`src/rtl/data_mem_arbiter.sv`:
```
// Two-requester arbiter in front of a single-port data memory; FSM walks IDLE -> CMD -> RSP.
// Latency: read 3 cycles from sampled request to rvalid, write occupies 2; a loser holds req until its gnt.
// ARB_ROUND_ROBIN_EN alternates ties against last_gnt; when undefined, requester 0 always wins ties.
module data_mem_arbiter #(
    parameter int ADDR_W = 3,
    parameter int DATA_W = 16
) (
    input  logic              clk,
    input  logic              reset,
    input  logic              req0,
    input  logic              req1,
    input  logic              we0,
    input  logic              we1,
    input  logic [ADDR_W-1:0] addr0,
    input  logic [ADDR_W-1:0] addr1,
    input  logic [DATA_W-1:0] wdata0,
    input  logic [DATA_W-1:0] wdata1,
    output logic              gnt0,
    output logic              gnt1,
    output logic              rvalid0,
    output logic              rvalid1,
    output logic [DATA_W-1:0] rdata,
    output logic              mem_en,
    output logic              mem_we,
    output logic [ADDR_W-1:0] mem_addr,
    output logic [DATA_W-1:0] mem_wdata,
    input  logic [DATA_W-1:0] mem_rdata
);

    typedef enum logic [1:0] {IDLE, CMD, RSP} state_t;

    state_t            state_q, state_d;
    logic              last_gnt_q, last_gnt_d;
    logic              gnt0_q, gnt0_d, gnt1_q, gnt1_d;
    logic              rvalid0_q, rvalid0_d, rvalid1_q, rvalid1_d;
    logic              mem_en_q, mem_en_d, mem_we_q, mem_we_d;
    logic [ADDR_W-1:0] mem_addr_q, mem_addr_d;
    logic [DATA_W-1:0] mem_wdata_q, mem_wdata_d;
    logic              sel;

    always_comb begin
`ifdef ARB_ROUND_ROBIN_EN
        sel = (req0 && req1) ? ~last_gnt_q : req1;
`else
        sel = req1 && !req0;
`endif
        state_d     = state_q;
        last_gnt_d  = last_gnt_q;
        gnt0_d      = 1'b0;
        gnt1_d      = 1'b0;
        rvalid0_d   = 1'b0;
        rvalid1_d   = 1'b0;
        mem_en_d    = 1'b0;
        mem_we_d    = 1'b0;
        mem_addr_d  = '0;
        mem_wdata_d = '0;
        case (state_q)
            IDLE: begin
                // The memory command flops double as the registered command,
                // so a request that drops after sampling still completes.
                if (req0 || req1) begin
                    state_d     = CMD;
                    last_gnt_d  = sel;
                    gnt0_d      = ~sel;
                    gnt1_d      = sel;
                    mem_en_d    = 1'b1;
                    mem_we_d    = sel ? we1 : we0;
                    mem_addr_d  = sel ? addr1 : addr0;
                    mem_wdata_d = sel ? wdata1 : wdata0;
                end
            end
            CMD: begin
                state_d   = mem_we_q ? IDLE : RSP;
                rvalid0_d = ~mem_we_q & ~last_gnt_q;
                rvalid1_d = ~mem_we_q & last_gnt_q;
            end
            RSP:     state_d = IDLE;
            default: state_d = IDLE;
        endcase
    end

    always_ff @(posedge clk or posedge reset) begin
        if (reset) begin
            state_q     <= IDLE;
            last_gnt_q  <= 1'b1;
            gnt0_q      <= 1'b0;
            gnt1_q      <= 1'b0;
            rvalid0_q   <= 1'b0;
            rvalid1_q   <= 1'b0;
            mem_en_q    <= 1'b0;
            mem_we_q    <= 1'b0;
            mem_addr_q  <= '0;
            mem_wdata_q <= '0;
        end else begin
            state_q     <= state_d;
            last_gnt_q  <= last_gnt_d;
            gnt0_q      <= gnt0_d;
            gnt1_q      <= gnt1_d;
            rvalid0_q   <= rvalid0_d;
            rvalid1_q   <= rvalid1_d;
            mem_en_q    <= mem_en_d;
            mem_we_q    <= mem_we_d;
            mem_addr_q  <= mem_addr_d;
            mem_wdata_q <= mem_wdata_d;
        end
    end

    assign gnt0      = gnt0_q;
    assign gnt1      = gnt1_q;
    assign rvalid0   = rvalid0_q;
    assign rvalid1   = rvalid1_q;
    assign mem_en    = mem_en_q;
    assign mem_we    = mem_we_q;
    assign mem_addr  = mem_addr_q;
    assign mem_wdata = mem_wdata_q;
    // Memory data only arrives in the RSP cycle, so it is passed through, not registered.
    assign rdata     = (rvalid0_q | rvalid1_q) ? mem_rdata : '0;

endmodule

```
`config.mk`:
```
export PLATFORM = sky130hd
export DESIGN_NAME = data_mem_arbiter
export DESIGN_NICKNAME = d
export VERILOG_FILES = /design/src/rtl/data_mem_arbiter.sv
export SDC_FILE = /design/constraint.sdc
export NUM_CORES = 1
export LEC_CHECK = 0
export CORE_MARGIN = 5
export CORE_UTILIZATION = 35
export DETAILED_ROUTE_END_ITERATION = 8
export DONT_BUFFER_PORTS = 1
export PLACE_DENSITY = 0.53
export REMOVE_ABC_BUFFERS = 1
export SYNTH_ARGS = -nofsm -noshare
export SYNTH_HDL_FRONTEND = slang
export SYNTH_SLANG_ARGS = --single-unit
export TNS_END_PERCENT = 100
```
`constraint.sdc`:
```
create_clock -name clk -period 1.1 [get_ports clk]
set_clock_uncertainty 0.15 [all_clocks]
set_input_delay 0.11 -clock clk [delete_from_list [all_inputs] [get_ports clk]]
set_output_delay 0.11 -clock clk [all_outputs]
set_load 0.01 [all_outputs]
```
# After elaboration in Yosys (flattened, before gate mapping)
# Index checks and enable logic that the tools add are counted.
totals:
  register_bits: 28
  inputBits: 60
op_classes:
  n_eq_ne: 2
  n_bitwise: 6
  n_mux: 21
  reduce_logical: 5
ops:
  columns: ["cell", "n"]
  rows:
  - ["$mux W16", 4]
  - ["$mux W1", 11]
  - ["$mux W3", 3]
  - ["$mux W2", 2]
  - ["$pmux W2 S2", 1]
  - ["$not A1 Y1", 3]
  - ["$and A1 B1 Y1", 2]
  - ["$eq A2 B1 Y1 const B", 1]
  - ["$logic_not A2 Y1", 1]
  - ["$ne A2 B2 Y1 const B", 1]
  - ["$reduce_and A2 Y1", 1]
  - ["$logic_and A1 B1 Y1", 1]
  - ["$logic_not A1 Y1", 1]
  - ["$logic_or A1 B1 Y1", 1]
  - ["$or A1 B1 Y1", 1]

# Longest topological paths before layout
logic_depth:
  ltp_word: 5
  ltp_mapped: 3

# Worst setup path before layout
# OpenSTA, ideal clock, no wires.
synth_path:
  path_kind: "reg-to-output"
  start: "register rvalid1_q (netlist: rvalid1)"
  end: "output port rdata[10]"
  required_ns: 0.840
  path_slack_ns: -0.075
  arrival_ns: 0.915
  path_stages_with_launch: 4
  path_cell_list: "dfrtp_1 > nor2_2 > buf_2 > nor2b_1"
synth_via:
  elab_chain_cells: 2
synth_lines:
  columns: ["element", "line", "rtl"]
  rows:
  - ["from (decl)", "35", "logic rvalid0_q, rvalid0_d, rvalid1_q, rvalid1_d;"]
  - ["from (signal assigned)", "100", "rvalid1_q <= rvalid1_d;"]
  - ["$or A1 B1 Y1", "117", "assign rdata = (rvalid0_q | rvalid1_q) ? mem_rdata : '0;"]
  - ["$mux W16", "117", null]
  - ["to (decl)", "22", "output logic [DATA_W-1:0] rdata,"]
# No other way between the ends.

# Final worst setup path
layout_path:
  start: "register rvalid0_q (netlist: rvalid0)"
  end: "output port rdata[2]"
layout_via:
  elab_chain_cells: 2
layout_lines:
  columns: ["element", "line", "rtl"]
  rows:
  - ["from (decl)", "35", null]
  - ["from (signal assigned)", "99", "rvalid0_q <= rvalid0_d;"]
  - ["$or A1 B1 Y1", "117", null]
  - ["$mux W16", "117", null]
# No other way between the ends.

==> impl_metrics.json <==
{
  "critPathTopFamily": "flip-flops",
  "ant_nets": 0,
  "grt_overflow": 0,
  "vias": 1161,
  "syn_inst": 127,
  "drc": 0,
  "hold_viol_final": 23,
  "p_leak_nw": 0.842,
  "core-area_um2": 3690,
  "violations": "hold timing, setup timing",
  "drive_gt1_frac": 0.383,
  "drt-initial-drc-count": 21,
  "cts_root_buf": "clkbuf_8",
  "wl_um": 4070,
  "post_dp_cell_area_um2": 1390,
  "cts_tree": "done",
  "slew_viol_final": 0,
  "cp_max_fo": 15,
  "period_needed_ns": 1.32,
  "maxSlewHeadroom": 0.866,
  "ys_ff_latch": 28,
  "syn_to_final_growth_pct": 55.6,
  "die-area_um2": 5170,
  "p_comb_frac": 0.458,
  "htreeDepth": 1,
  "ir_worst_vdd_mv": 0.765,
  "antenna_found_initial": 0,
  "setup_viol": 46,
  "cts_made_buffers": 3,
  "netSwitchingFraction": 0.376,
  "fin_crit_sh": 1.20,
  "gr-usage-met1": 0.157,
  "worstSkewPairLatency_ns": 0.27,
  "rows": 22,
  "synth_area_um2": 1340,
  "synth_top_area_share": 0.504,
  "nFillCells": 330,
  "reg2reg_slack_ns": -0.14,
  "synth_top_cell_by_area": "dfrtp_1",
  "cts_sinks": 28,
  "cp-start-kind": "flip-flop",
  "cp.arrival_ns": 1.06,
  "place.gp.congestion": 0.823,
  "yosys-top-cells-area": "dfrtp_1 50%, a21oi_2 12%, nand3b_1 11%",
  "globalRouteMet2Util": 0.294,
  "cts_hold_buf": 41,
  "clkPwrFrac": 0.144,
  "power.density_nw_per_um2": 2040,
  "path_buf_inv": 1,
  "rsz0062_at_grt": "true",
  "cp_slowest_cell": "dfrtp_1",
  "fmax_mhz": 757,
  "nNetsFinal": 241,
  "timing.hold.ws_ns": -0.250,
  "yosysUniqueCellTypes": 18,
  "grt_max_degree": 44,
  "path_clk_slew_ns": 0.08,
  "io_pins": 101,
  "syn_area_per_cell_um2": 10.6,
  "portBuffers": 0,
  "grt_use_total": 0.153,
  "layout_common_cells": "41 x dlygate4sd3_1, 25 x dfrtp_1, 21 x a21oi_2",
  "drtPass1Iterations": 4,
  "worst_pin_slew_ns": 0.200,
  "crit_required_ns": 0.84,
  "p_int_mw": 2.65,
  "die_w_um": 71.9,
  "met3_usage": 0.0471,
  "diodes": 0,
  "cap_violations": 0,
  "busiest_layer": "met2",
  "dp_hpwl_um": 2340,
  "yosysSeqAreaShare": 0.523,
  "die_h_um": 71.9,
  "stdcell_area_um2": 2090,
  "switchingPower_mw": 1.60,
  "run_status": "complete, but fails checks",
  "start_util": 0.364,
  "critPathMaxStageDelay_ns": 0.41,
  "crit_chain": "nor2_4 > buf_12 > nor2b_2",
  "pwr-share-seq": 0.398,
  "cts_buffer_depth": 2,
  "crit_type": "flip-flop to primary output",
  "yosysWarnings": 0,
  "layout_commonest_cell": "dlygate4sd3_1",
  "setup_ws_ns": -0.220,
  "avgRoutedWirePerCell_um": 17.9,
  "cp-end-kind": "primary output",
  "routed_via_density": 5.09,
  "worstHoldPathType": "input port to flip-flop",
  "grt_pass1_wl_um": 6090,
  "grt_pass1_vias": 1234
}
[power groups by stage]
| stage | sequential, mW | combinational, mW | clock [mW] |
|---|---|---|---|
| finish | 1.69 | 1.95 | 0.613 |
| global route | 1.72 | 2.09 | 0.691 |
| CTS | 1.69 | 1.78 | 0.661 |
| detailed placement | 1.67 | 1.03 | 0 |
| global placement | 1.66 | 0.995 | 0 |
| floorplan | 1.62 | 0.786 | 0 |
[Yosys cell counts, drive strengths merged]
cell type	number
dfrtp	27
a21oi	21
nand2	20
nand3b	20
nor2b	16
buf	8
nor2	5
and2	2
inv	2
nor3b	2
clkbuf	1
dfstp	1
or2	1
or3b	1
[state kept, by name (all words and copies together) (netlist names)]
register	count
mem_addr	3
mem_wdata	16
rvalid0	1
gnt0	1
state_q	2
gnt1	1
rvalid1	1
mem_we	1
last_gnt_q	1
mem_en	1
[routing by layer]
layer	routed length, µm	vias to the layer above	part of all wire
met2	2280	57	0.56
met4	92	0	0.023
met3	327	8	0.080
met5	0	-	0
li1	-	525	-
met1	1370	571	0.34
[repair_timing]
item / in CTS / in global routing
setup endpoints to repair: 42 / 45
gates cloned: 3 / 0
endpoints found under the hold margin: 53 / 23
gates resized for setup: 28 / 9
setup buffers: 6 / 4
pin swaps: 9 / 7
[stage by stage]
step	setup WS [ns]	util	instances	total power [mW]	TNS, ns
6_report	-0.220	0.566	228	4.25	-6.16
5_1_grt	-0.274	0.566	228	4.51	-8.07
3_3_place_gp	-0.0987	0.376	170	2.66	-2.29
4_1_cts	-0.228	0.549	224	4.13	-6.16
2_1_floorplan	-0.0830	-	118	2.41	-1.39
3_5_place_dp	-0.144	0.376	170	2.70	-3.89
[worst register-to-register path, stage by stage (launching register included)]
cell and delay (ns):
dfrtp_2 0.46, buf_6 0.14, or2_4 0.30, a21oi_2 0.12
[worst paths after layout]
check / from / depth (start not counted) / end
worst min-delay path: req0 / 1 / gnt1
worst min register to register: last_gnt_q / 2 / last_gnt_q
worst max-delay path: rvalid0 / 3 / rdata[2]
worst max register to register: state_q[1] / 3 / mem_we
max in group asynchronous: reset / 3 / last_gnt_q
min in group asynchronous: reset / 3 / mem_wdata[11]
[area by class of cell]
cell class	count	area, µm²	area share
sequential	28	704	0.338
multi-input combinational	91	684	0.328
timing repair buffer	55	576	0.276
tap	48	60.1	0.0288
clock buffer	4	55.1	0.0264
inverter	2	7.51	0.00360
[logic make-up (layout without fill, tap and decap cells)]
group / after synthesis / count (layout) / synth area share
compound gates: 21 / 21 / 0.132
buf+inv: 11 / 61 / 0.0476
flops: 28 / 28 / 0.523
simple gates: 67 / 70 / 0.298
Power figures use the tool's default switching activity.
